===== config.mk =====
export PLATFORM = sky130hd
export DESIGN_NAME = exit_fee_unit
export DESIGN_NICKNAME = d
export VERILOG_FILES = /design/src/rtl/parking_pkg.sv /design/src/rtl/bin7_to_bcd2.sv /design/src/rtl/exit_fee_unit.sv
export SDC_FILE = /design/constraint.sdc
export NUM_CORES = 1
export LEC_CHECK = 0
export BUFFER_PORTS_ARGS = -buffer_cell sky130_fd_sc_hd__buf_2
export CAP_MARGIN = 20
export CORE_MARGIN = 5
export CORE_UTILIZATION = 54
export CTS_CLUSTER_SIZE = 10
export DETAILED_ROUTE_END_ITERATION = 8
export PLACE_DENSITY = 0.81
export SLEW_MARGIN = 20
export SYNTH_ARGS = -nofsm -noshare
export SYNTH_HDL_FRONTEND = slang
export SYNTH_SLANG_ARGS = --single-unit

===== constraint.sdc =====
create_clock -name clk -period 6.05 [get_ports clk]
set_clock_uncertainty 0.1 [all_clocks]
set_input_delay 0.3025 -clock clk [delete_from_list [all_inputs] [get_ports clk]]
set_output_delay 0.3025 -clock clk [all_outputs]
set_load 0.02 [all_outputs]

===== src/rtl/parking_pkg.sv =====
// Shared exit-lane definitions: fee FSM state encoding, bill values and
// the default tariff constants also used by the ticket FSM.
package parking_pkg;

    typedef enum logic [1:0] {
        IDLE = 2'd0,
        CALC = 2'd1,
        DUE  = 2'd2,
        PAID = 2'd3
    } fee_state_t;

    localparam int unsigned BILL2_VAL         = 2;
    localparam int unsigned BILL4_VAL         = 4;

    localparam int unsigned DEF_MIN_PER_HOUR  = 60;
    localparam int unsigned DEF_FREE_MIN      = 15;
    localparam int unsigned DEF_RATE_PER_HOUR = 2;
    localparam int unsigned DEF_MAX_FEE       = 98;

endpackage


===== src/rtl/bin7_to_bcd2.sv =====
// Combinational 7-bit binary to two-digit BCD {tens, ones}; inputs 0..99.
module bin7_to_bcd2 (
    input  logic [6:0] bin,
    output logic [7:0] bcd
);

    logic [3:0] tens;
    logic [3:0] ones;

    always_comb begin
        tens = 4'(bin / 7'd10);
        ones = 4'(bin % 7'd10);
        bcd  = {tens, ones};
    end

endmodule


===== src/rtl/exit_fee_unit.sv =====
// Exit-lane fee unit: computes the parking fee by repeated hour subtraction,
// collects $2/$4 bills, drives the BCD displays and pulses paid when settled.
module exit_fee_unit
    import parking_pkg::*;
#(
    parameter int unsigned DWIDTH        = 16,
    parameter int unsigned MIN_PER_HOUR  = DEF_MIN_PER_HOUR,
    parameter int unsigned FREE_MIN      = DEF_FREE_MIN,
    parameter int unsigned RATE_PER_HOUR = DEF_RATE_PER_HOUR,
    parameter int unsigned MAX_FEE       = DEF_MAX_FEE
) (
    input  logic              clk,
    input  logic              reset_n,
    input  logic              calc_start,
    input  logic [DWIDTH-1:0] parking_time_min,
    input  logic              bill_2,
    input  logic              bill_4,
    input  logic              cancel,
    output logic              busy,
    output logic              fee_valid,
    output logic [7:0]        fee_bcd,
    output logic              paid,
    output logic [7:0]        overpay_bcd
);

    localparam logic [6:0]        MAX_FEE_W = 7'(MAX_FEE);
    localparam logic [6:0]        RATE_W    = 7'(RATE_PER_HOUR);
    localparam logic [DWIDTH-1:0] MPH_W     = DWIDTH'(MIN_PER_HOUR);
    localparam logic [DWIDTH-1:0] FREE_W    = DWIDTH'(FREE_MIN);

    fee_state_t        state, state_nxt;
    logic [6:0]        fee_acc, fee_acc_nxt;
    logic [6:0]        remaining, remaining_nxt;
    logic [DWIDTH-1:0] mins_left, mins_left_nxt;
    logic [2:0]        overpay, overpay_nxt;
    logic [2:0]        bill_val;
    logic [7:0]        fee_sum;

    assign bill_val = (bill_2 ? 3'(BILL2_VAL) : 3'd0) + (bill_4 ? 3'(BILL4_VAL) : 3'd0);
    // One bit wider so the saturation compare sees any carry past 7 bits
    assign fee_sum  = {1'b0, fee_acc} + {1'b0, RATE_W};

    always_ff @(posedge clk or negedge reset_n) begin
        if (!reset_n) begin
            state     <= IDLE;
            fee_acc   <= '0;
            remaining <= '0;
            mins_left <= '0;
            overpay   <= '0;
        end else begin
            state     <= state_nxt;
            fee_acc   <= fee_acc_nxt;
            remaining <= remaining_nxt;
            mins_left <= mins_left_nxt;
            overpay   <= overpay_nxt;
        end
    end

    always_comb begin
        state_nxt     = state;
        fee_acc_nxt   = fee_acc;
        remaining_nxt = remaining;
        mins_left_nxt = mins_left;
        overpay_nxt   = overpay;

        if (cancel) begin
            state_nxt     = IDLE;
            fee_acc_nxt   = '0;
            remaining_nxt = '0;
        end else begin
            unique case (state)
                IDLE: begin
                    if (calc_start) begin
                        state_nxt     = CALC;
                        fee_acc_nxt   = '0;
                        overpay_nxt   = '0;
                        mins_left_nxt = (parking_time_min <= FREE_W) ? '0 : parking_time_min;
                    end
                end
                CALC: begin
                    if (mins_left == '0 || fee_acc == MAX_FEE_W) begin
                        remaining_nxt = fee_acc;
                        state_nxt     = (fee_acc != '0) ? DUE : PAID;
                    end else begin
                        fee_acc_nxt   = (fee_sum > {1'b0, MAX_FEE_W}) ? MAX_FEE_W : fee_sum[6:0];
                        mins_left_nxt = (mins_left > MPH_W) ? mins_left - MPH_W : '0;
                    end
                end
                DUE: begin
                    if ({4'b0, bill_val} >= remaining) begin
                        // remaining is 1..6 here, so the credit always fits 3 bits
                        overpay_nxt   = 3'({4'b0, bill_val} - remaining);
                        remaining_nxt = '0;
                        state_nxt     = PAID;
                    end else begin
                        remaining_nxt = remaining - {4'b0, bill_val};
                    end
                end
                PAID: begin
                    state_nxt = IDLE;
                end
                default: begin
                    state_nxt = IDLE;
                end
            endcase
        end
    end

    assign busy      = (state != IDLE);
    assign fee_valid = (state == DUE);
    assign paid      = (state == PAID);

    bin7_to_bcd2 u_fee_bcd (
        .bin (remaining),
        .bcd (fee_bcd)
    );

    bin7_to_bcd2 u_overpay_bcd (
        .bin ({4'b0, overpay}),
        .bcd (overpay_bcd)
    );

endmodule


==> results_dict.tcl, run 1 <==
set metrics [dict create \
    status "complete, but fails checks" \
    violations "hold timing" \
    cp-start-kind "flop" \
    share_comb_of_total_power 0.537 \
    drt_iter0_drc 162 \
    wl_met1_um 3181 \
    switching_share 0.4839 \
    setup_violations 0 \
    track_usage 0.2056 \
    dieWidth_um 82.06 \
    period_minus_slack_ns 3.915 \
    max-slew-margin-rel 0.3765 \
    postCtsSetupBuffers 0 \
    p_seq_frac 0.330 \
    arrival_ns 3.51 \
    grt_pass1_wl_um 10910 \
    clkTransAtPathRegs_ns 0.07 \
    die_y_um 82.06 \
    core_area_um2 5075 \
    vias 2650 \
    tns_ns 0 \
    power.static_leakage_nw 1.339 \
    globalplace.congestion 0.9477 \
    first_pass_iters 5 \
    async_reset_ff_frac 1.000 \
    drc 0 \
    hold_ws_ns -0.01273 \
    synthCells 345 \
    hold_buffers 0 \
    post_drt_wl_per_cell_um 15.28 \
    dieArea_um2 6734 \
    synth-seq-cells 34 \
    finalHoldViolCount 20 \
    worstSetupEndpointType "output pin" \
    drv_cap 0 \
    tightest_slew_ns 0.9309 \
    p_sw_mw 0.5835 \
    fmax_mhz 255.4 \
    ys_seq_area_frac 0.3034 \
    diodes 0 \
    rows 26 \
    drive_above_1_share 0.1495 \
    avgSynthCellArea_um2 8.127 \
    cts_tree "yes" \
    start_util 0.5525 \
    ctsRootBufferMaster "clkbuf_8" \
    cp_max_fo 20 \
    wirelength_um 6692 \
    nFillCells 474 \
    area_growth_pct 8.121 \
    synth_edf_count 0 \
    ios 41 \
    top_layer "met4" \
    rsz0062_at_grt "false" \
    clock_path_buffers 2 \
    clock-sinks 34 \
    synth.distinct_cells 66 \
    ir_drop_mv 0.2289 \
    drv_slew 0 \
    syn_area_um2 2804 \
    p_clk_frac 0.133 \
    powerDensity_nw_per_um2 397.7 \
    min_path_type "in -> async" \
    first_global_vias 2299 \
    cts_resized 0 \
    clock_insertion_delay_worst_skew_ns 0.29 \
    cp_data_required_time_ns 5.65 \
    wl_met3_um 414 \
    viasPerCell 6.050 \
    p_int_mw 0.6222 \
    wl_met2_um 3029 \
    crit_type "reg -> out" \
    nets 404 \
    fin_crit_sh 0.6471 \
    cts-buffers-inserted 5 \
    antenna_found_initial 0 \
    ant_nets 0 \
    dpl.hpwl_um 4979 \
    ys_warn_count 0 \
    finalPower_mw 1.206 \
    grt_max_degree 35 \
    synthFlopType "dfrtp_1" \
    grt_overflow_total 0 \
    portBuffers 35 \
    htree_levels 2 \
]
## metal layers
layer / track usage / up-vias
met4: 0.04983 / 0
li1: - / 1305
met2: 0.3078 / 89
met1: 0.3013 / 1246
met3: 0.04386 / 10
met5: 0 / -
## metrics by stage
stage                     utilization  setup WS (ns)  instance area (um^2)  cells
after floorplan                     -          2.391                  2819    349
after global placement         0.5819          2.673                  2953    431
after detailed placement       0.5819          2.462                  2953    431
after CTS                      0.5974          2.153                  3032    438
after global routing           0.5974          1.856                  3032    438
final                          0.5974          2.135                  3032    438
## layout by cell type (no fill, tap or decap), types with 6 or more instances in the layout
cell,instances
nand2_1,27
ha_1,12
o21ai_0,28
inv_1,18
dfrtp_1,34
a21oi_1,22
nor2_1,32
buf_2,35
nand2b_1,10
nor3_1,13
nor4_1,6
a22o_1,8
o21ai_1,6
nor2b_1,9
nand3_1,14
## registers in the layout, summed over array words and instances (netlist names)
signal,count
remaining,7
fee_acc,6
mins_left,16
overpay,3
state,2
## worst paths after layout
kind	from	end	slack, ns	cells after the start
max	remaining[6]	fee_bcd[2]	2.14	12
min reg2reg	overpay[1]	overpay[1]	0.41	1
min	reset_n	overpay[1]	-0.01	1
max in group asynchronous	reset_n	fee_acc[2]	5.37	1
min in group clk	parking_time_min[1]	mins_left[1]	0.13	2
max reg2reg	remaining[1]	remaining[2]	3.30	9
## critical path, stage by stage, from the launching register on
cell and delay [ns]:
dfrtp_1 0.67, nand2b_1 0.21, nand2_1 0.12, o22a_1 0.14
o21ai_0 0.13, xnor2_1 0.24, ha_1 0.41, o21ai_0 0.15
o21a_1 0.19, mux2_2 0.25, o21ai_1 0.26, mux2i_1 0.25
buf_2 0.19
## power by group through the flow
stage	Sequential (mW)	Clock [mW]	Combinational, mW
5_1_grt	0.411	0.173	0.719
3_3_place_gp	0.394	0	0.623
4_1_cts	0.394	0.166	0.641
3_5_place_dp	0.397	0	0.638
2_1_floorplan	0.371	0	0.510
6_report	0.397	0.161	0.648
## area by class of cell
cell class                      count  area [um^2]  share of cell area
Clock buffer                        5        68.82             0.02270
Clock inverter                      2        10.01            0.003302
Inverter                           18        67.56             0.02229
Multi-Input combinational cell    274         1772              0.5844
Sequential cell                    34        850.8              0.2806
Tap cell                           70        87.58             0.02889
Timing Repair Buffer               35        175.2             0.05778
## Yosys cell counts (all sizes together), types with 2 or more instances
master / n / area (um^2)
a211oi: 2 / 15.01
nor4: 6 / 37.54
nor3b: 5 / 37.54
a21bo: 3 / 36.29
a221o: 3 / 30.03
inv: 18 / 67.56
fa: 2 / 40.04
dfrtp: 34 / 850.8
nand4: 4 / 25.02
o21ai: 34 / 170.2
a22oi: 4 / 30.03
nand2b: 10 / 62.56
xnor2: 3 / 26.28
mux2i: 3 / 30.03
o22a: 2 / 17.52
or4: 4 / 30.03
o31ai: 2 / 15.01
nand3: 15 / 87.59
o22ai: 2 / 12.51
a21o: 2 / 15.01
nand2: 27 / 101.4
and2: 2 / 12.51
ha: 12 / 150.1
o211ai: 4 / 35.03
a21oi: 23 / 118.9
nor2b: 9 / 56.30
buf: 14 / 93.84
a22o: 8 / 70.07
a32oi: 2 / 17.52
and3: 3 / 23.77
nor2: 32 / 120.1
a211o: 2 / 17.52
nor3: 13 / 65.06
a31oi: 5 / 31.28
clkbuf: 9 / 35.03
## cell families after synthesis
logic type | after synthesis | share of synthesized area
compound gates | 111 | 0.2771
xor+xnor | 4 | 0.01250
fa+ha+maj | 15 | 0.07140
buf+inv | 41 | 0.07006
flops | 34 | 0.3034
mux | 4 | 0.01473
other cells | 1 | 0.001337
simple gates | 135 | 0.2494
Note: power is estimated with default switching activity, not from simulation.
==> run 2: changes to the inputs <==
Clock period 6.05 ns to 3.9 ns, I/O delays scaled along.
==> results_dict.tcl, run 2 (synthesized netlist as in run 1, its figures left out) <==
set metrics [dict create \
    status "finished clean" \
    hold_ws_ns 0.02234 \
    arrival_ns 3.23 \
    clock-sinks 34 \
    htree_levels 2 \
    cp_max_fo 10 \
    clkTransAtPathRegs_ns 0.07 \
    r2r_end "remaining[2]" \
    final_cell_mix "buf_2, dfrtp_1, nor2_1" \
    crit_top_cell "a21oi_1" \
    dpl_cell_area_um2 2960 \
    fmax_mhz 283.8 \
    crit_chain "nor2b_1, a2bb2oi_1, o21ai_0, xnor2_1, ha_2, buf_4, a21oi_1, o31ai_1, a21oi_1, o21ai_1, mux2i_1, buf_2" \
    cp_data_required_time_ns 3.61 \
    ctsRootBufferMaster "clkbuf_8" \
    first_pass_iters 5 \
    top_register "mins_left" \
    wirelength_um 6860 \
    ios 41 \
    slowest_stage "dfrtp_1" \
    final_common_cell "buf_2" \
    drv_slew 0 \
    tightest_slew_ns 0.9688 \
    largestRegisters "mins_left (16), remaining (7), fee_acc (6)" \
    finalHoldViolCount 0 \
    hold_path_depth 2 \
    post-place-ws_ns 0.5026 \
    portBuffers 35 \
    grt_max_degree 35 \
    setup_violations 0 \
    critical-path-top-delay-family "compound AO/OA/AOI/OAI gates" \
    grt_overflow_total 0 \
    viasPerCell 6.115 \
    design_area_um2 3123 \
    drc 0 \
    core_area_um2 5075 \
    ir_drop_mv 0.3377 \
    max-slew-margin-rel 0.3511 \
    ant_nets 0 \
    vias 2703 \
    rows 26 \
    tns_ns 0 \
    diodes 0 \
    top_layer "met4" \
    wl_met1_um 3196 \
    rsz0062_at_grt "false" \
    regToRegSetupSlack_ns 1.10 \
    drive_above_1_share 0.1586 \
    crit_type "reg -> out" \
    power.static_leakage_nw 1.380 \
    period_minus_slack_ns 3.523 \
    nets 407 \
    worstSetupEndpointType "output pin" \
    grt_pass1_wl_um 11190 \
    antenna_found_initial 0 \
    dieWidth_um 82.06 \
    cts-buffers-inserted 5 \
    layout_setup_ws_ns 0.3765 \
    first_global_vias 2379 \
    worst-path-buf-inv 2 \
    wl_met2_um 3150 \
    powerDensity_nw_per_um2 658.2 \
    start_util 0.5525 \
    clock_insertion_delay_worst_skew_ns 0.30 \
    drv_cap 0 \
    hold_end "mins_left[1]" \
    slowest_delay_ns 0.53 \
    post_drt_wl_per_cell_um 15.52 \
    clock_path_buffers 2 \
    wl_met3_um 421 \
    cp-start-kind "flop" \
    hp-start "parking_time_min[1]" \
    die_y_um 82.06 \
    dpl.hpwl_um 5060 \
    area_growth_pct 11.38 \
    min_path_type "in -> reg" \
    globalplace.congestion 0.9166 \
    dieArea_um2 6734 \
    largest_reg_flops 16 \
    r2r_cells 9 \
    fin_crit_sh 0.9035 \
    track_usage 0.2108 \
    drt_iter0_drc 221 \
    r2r-start "remaining[1]" \
    cts_tree "yes" \
]
run 2: cell types whose count changed in the layout (fill, tap and decap cells not counted):
cell and delta:
clkinv_2 -2, buf_4 +2, dlygate4sd3_1 +1, ha_2 +1, bufinv_16 +2, ha_1 -1, clkbuf_8 +1
run 2: per-layer routing:
layer / up-vias / global-route usage
li1: 1306 / -
met1: 1273 / 0.3024
met2: 110 / 0.3223
met3: 14 / 0.03947
met4: 0 / 0.06146
met5: - / 0
run 2: area by class of cell:
cell class / count / area, um^2
fill: 469 / 1952
sequential: 34 / 850.8
clock inverter: 2 / 60.06
timing repair buffer: 38 / 200.2
clock buffer: 6 / 82.58
tap: 70 / 87.58
inverter: 18 / 67.56
multi-input combinational: 274 / 1774
run 2: worst max-delay path by stage:
stage	startpoint	slack, ns	endpoint	cells after the start
final	remaining[2]	0.38	fee_bcd[2]	12
after global routing	remaining[3]	0.11	fee_bcd[2]	12
after CTS	remaining[2]	0.17	fee_bcd[2]	11
after detailed placement	remaining[5]	0.50	fee_bcd[2]	11
after global placement	remaining[5]	0.65	fee_bcd[2]	11
after floorplan	remaining[5]	0.35	fee_bcd[2]	12
run 2: through the flow:
step           power, mW  std cells  utilization
6_report           2.055        442       0.6154
3_3_place_gp       1.578        432       0.5833
3_5_place_dp       1.615        432       0.5833
2_1_floorplan      1.367        349            -
5_1_grt            2.212        442       0.6154
4_1_cts            2.029        441       0.6134
run 2: what timing repair did:
action | 4_1_cts | 5_1_grt
gates resized for setup | 0 | 1
setup endpoints to repair | 0 | 2
endpoints found under the hold margin | 34 | 0
setup buffers | 0 | 1
hold buffers | 1 | 0
run 2: where the power goes:
group | internal (mW) | switching [mW]
clock | 0.273 | 0.134
combinational | 0.397 | 0.634
sequential | 0.462 | 0.156
total | 1.13 | 0.924
==> run 3: changes to the inputs <==
Settings changed: CORE_UTILIZATION 54 to 40, PLACE_DENSITY 0.81 to 0.64.
==> results_dict.tcl, run 3 (synthesized netlist as in run 1, its figures left out) <==
set metrics [dict create \
    dpl_cell_area_um2 3000 \
    grt_overflow_total 0 \
    clock_insertion_delay_worst_skew_ns 0.28 \
    cp_max_fo 14 \
    cts_tree "yes" \
    status "finished clean" \
    hold_end "mins_left[1]" \
    ff_latch_area_um2 852.1 \
    drv_slew 0 \
    final_cell_mix "buf_2, dfrtp_1, nor2_1" \
    grt_max_degree 35 \
    postCtsSetupBuffers 0 \
    powerDensity_nw_per_um2 616.0 \
    multiInputGateArea_um2 1777 \
    largestRegisters "mins_left (16), remaining (7), fee_acc (6)" \
    diodes 0 \
    largest_reg_flops 16 \
    dieWidth_um 93.73 \
    vias 2662 \
    nets 407 \
    wirelength_um 7150 \
    r2r_cells 8 \
    post-route-util 0.4575 \
    cts-buffers-inserted 5 \
    cp_data_required_time_ns 3.61 \
    viasPerCell 5.688 \
    ant_nets 0 \
    finalHoldViolCount 0 \
    post_drt_wl_per_cell_um 15.28 \
    grt_pass1_wl_um 11830 \
    die_y_um 93.73 \
    area_growth_pct 10.84 \
    drive_above_1_share 0.1613 \
    dieArea_um2 8784 \
    hold_path_depth 2 \
    rows 30 \
    drc 0 \
    ios 41 \
    clock-sinks 34 \
    power.static_leakage_nw 1.356 \
    clkTransAtPathRegs_ns 0.07 \
    r2r_end "mins_left[13]" \
    antenna_found_initial 0 \
    clock_path_buffers 2 \
    tns_ns 0 \
    drt_iter0_drc 273 \
    globalplace.congestion 0.9096 \
    htree_levels 2 \
    min_path_type "in -> reg" \
    portBuffers 35 \
    crit_top_cell "o21ai_0" \
    cp-start-kind "flop" \
    hp-start "parking_time_min[1]" \
    r2r-start "state[1]" \
    worstSetupEndpointType "output pin" \
    tightest_slew_ns 0.9453 \
    design_area_um2 3108 \
    core_area_um2 6794 \
    fin_crit_sh 0.9270 \
    dpl.hpwl_um 5362 \
    crit_chain "nand2b_1, nor2_1, o22a_1, o21ai_0, xnor2_1, ha_2, o21ai_0, o21a_1, mux2_2, o21ai_1, mux2i_1, buf_2" \
    period_minus_slack_ns 3.615 \
    ir_drop_mv 0.2806 \
    max-slew-margin-rel 0.3668 \
    first_global_vias 2379 \
    final_common_cell "buf_2" \
    arrival_ns 3.32 \
    top_register "mins_left" \
    track_usage 0.1657 \
    rsz0062_at_grt "false" \
    setup_violations 0 \
    first_pass_iters 5 \
    slowest_stage "dfrtp_1" \
    crit_type "reg -> out" \
    nFillCells 687 \
    ctsRootBufferMaster "clkbuf_8" \
    start_util 0.4127 \
    regToRegSetupSlack_ns 1.09 \
    slowest_delay_ns 0.54 \
    fmax_mhz 276.6 \
    drv_cap 0 \
]
==> run 3: layout make-up <==
| cell class | count | share of cell area |
|---|---|---|
| flip-flops and latches | 34 | 0.2742 |
| repair buffers | 38 | 0.06441 |
| well taps | 96 | 0.03865 |
| inverters | 18 | 0.02174 |
| clock inverters | 1 | 0.001610 |
| clock buffers | 7 | 0.02778 |
| multi-input cells | 274 | 0.5717 |
==> run 3: worst max-delay path, delay by kind of cell, from the launching register on <==
kind / cells / cell delay (ns)
compound gates: 5 / 0.87
xor+xnor: 1 / 0.22
fa+ha+maj: 1 / 0.33
buf+inv: 1 / 0.18
flops: 1 / 0.54
mux: 2 / 0.48
simple gates: 2 / 0.43
==> run 3: where the power goes <==
part           internal [mW]  switching [mW]
clock                  0.143           0.131
sequential             0.462           0.149
combinational          0.395           0.635
==> run 3: routing by layer <==
metal | global-route usage | part of all wire | vias up
met2 | 0.2383 | 0.43 | 78
met3 | 0.03125 | 0.048 | 9
met1 | 0.2538 | 0.51 | 1259
li1 | - | - | 1316
met4 | 0.03971 | 0.0080 | 0
met5 | 0 | 0 | -
==> run 3: worst max path at each step <==
stage	start	endpoint	slack (ns)	cells past startpoint
finish	remaining[3]	fee_bcd[2]	0.28	12
global placement	remaining[5]	fee_bcd[2]	0.55	11
CTS	remaining[5]	fee_bcd[2]	0.17	11
detailed placement	remaining[5]	fee_bcd[2]	0.50	11
floorplan	remaining[5]	fee_bcd[2]	0.35	12
global route	remaining[3]	fee_bcd[2]	0.01	12
==> run 3: timing repair <==
| item | in CTS | in global routing |
|---|---|---|
| hold buffers | 1 | 0 |
| setup endpoints to repair | 0 | 2 |
| gates resized for setup | 0 | 3 |
| endpoints found under the hold margin | 34 | 0 |
==> run 3: metrics by stage <==
stage | setup slack [ns] | total power [mW] | hold WS, ns | cells
CTS | 0.1685 | 1.909 | 0.02782 | 468
floorplan | 0.3485 | 1.367 | -0.2006 | 349
global route | 0.01260 | 2.087 | 0.02566 | 468
finish | 0.2847 | 1.914 | 0.03125 | 468
global placement | 0.5550 | 1.619 | 0.2168 | 459
detailed placement | 0.4991 | 1.625 | 0.2167 | 459
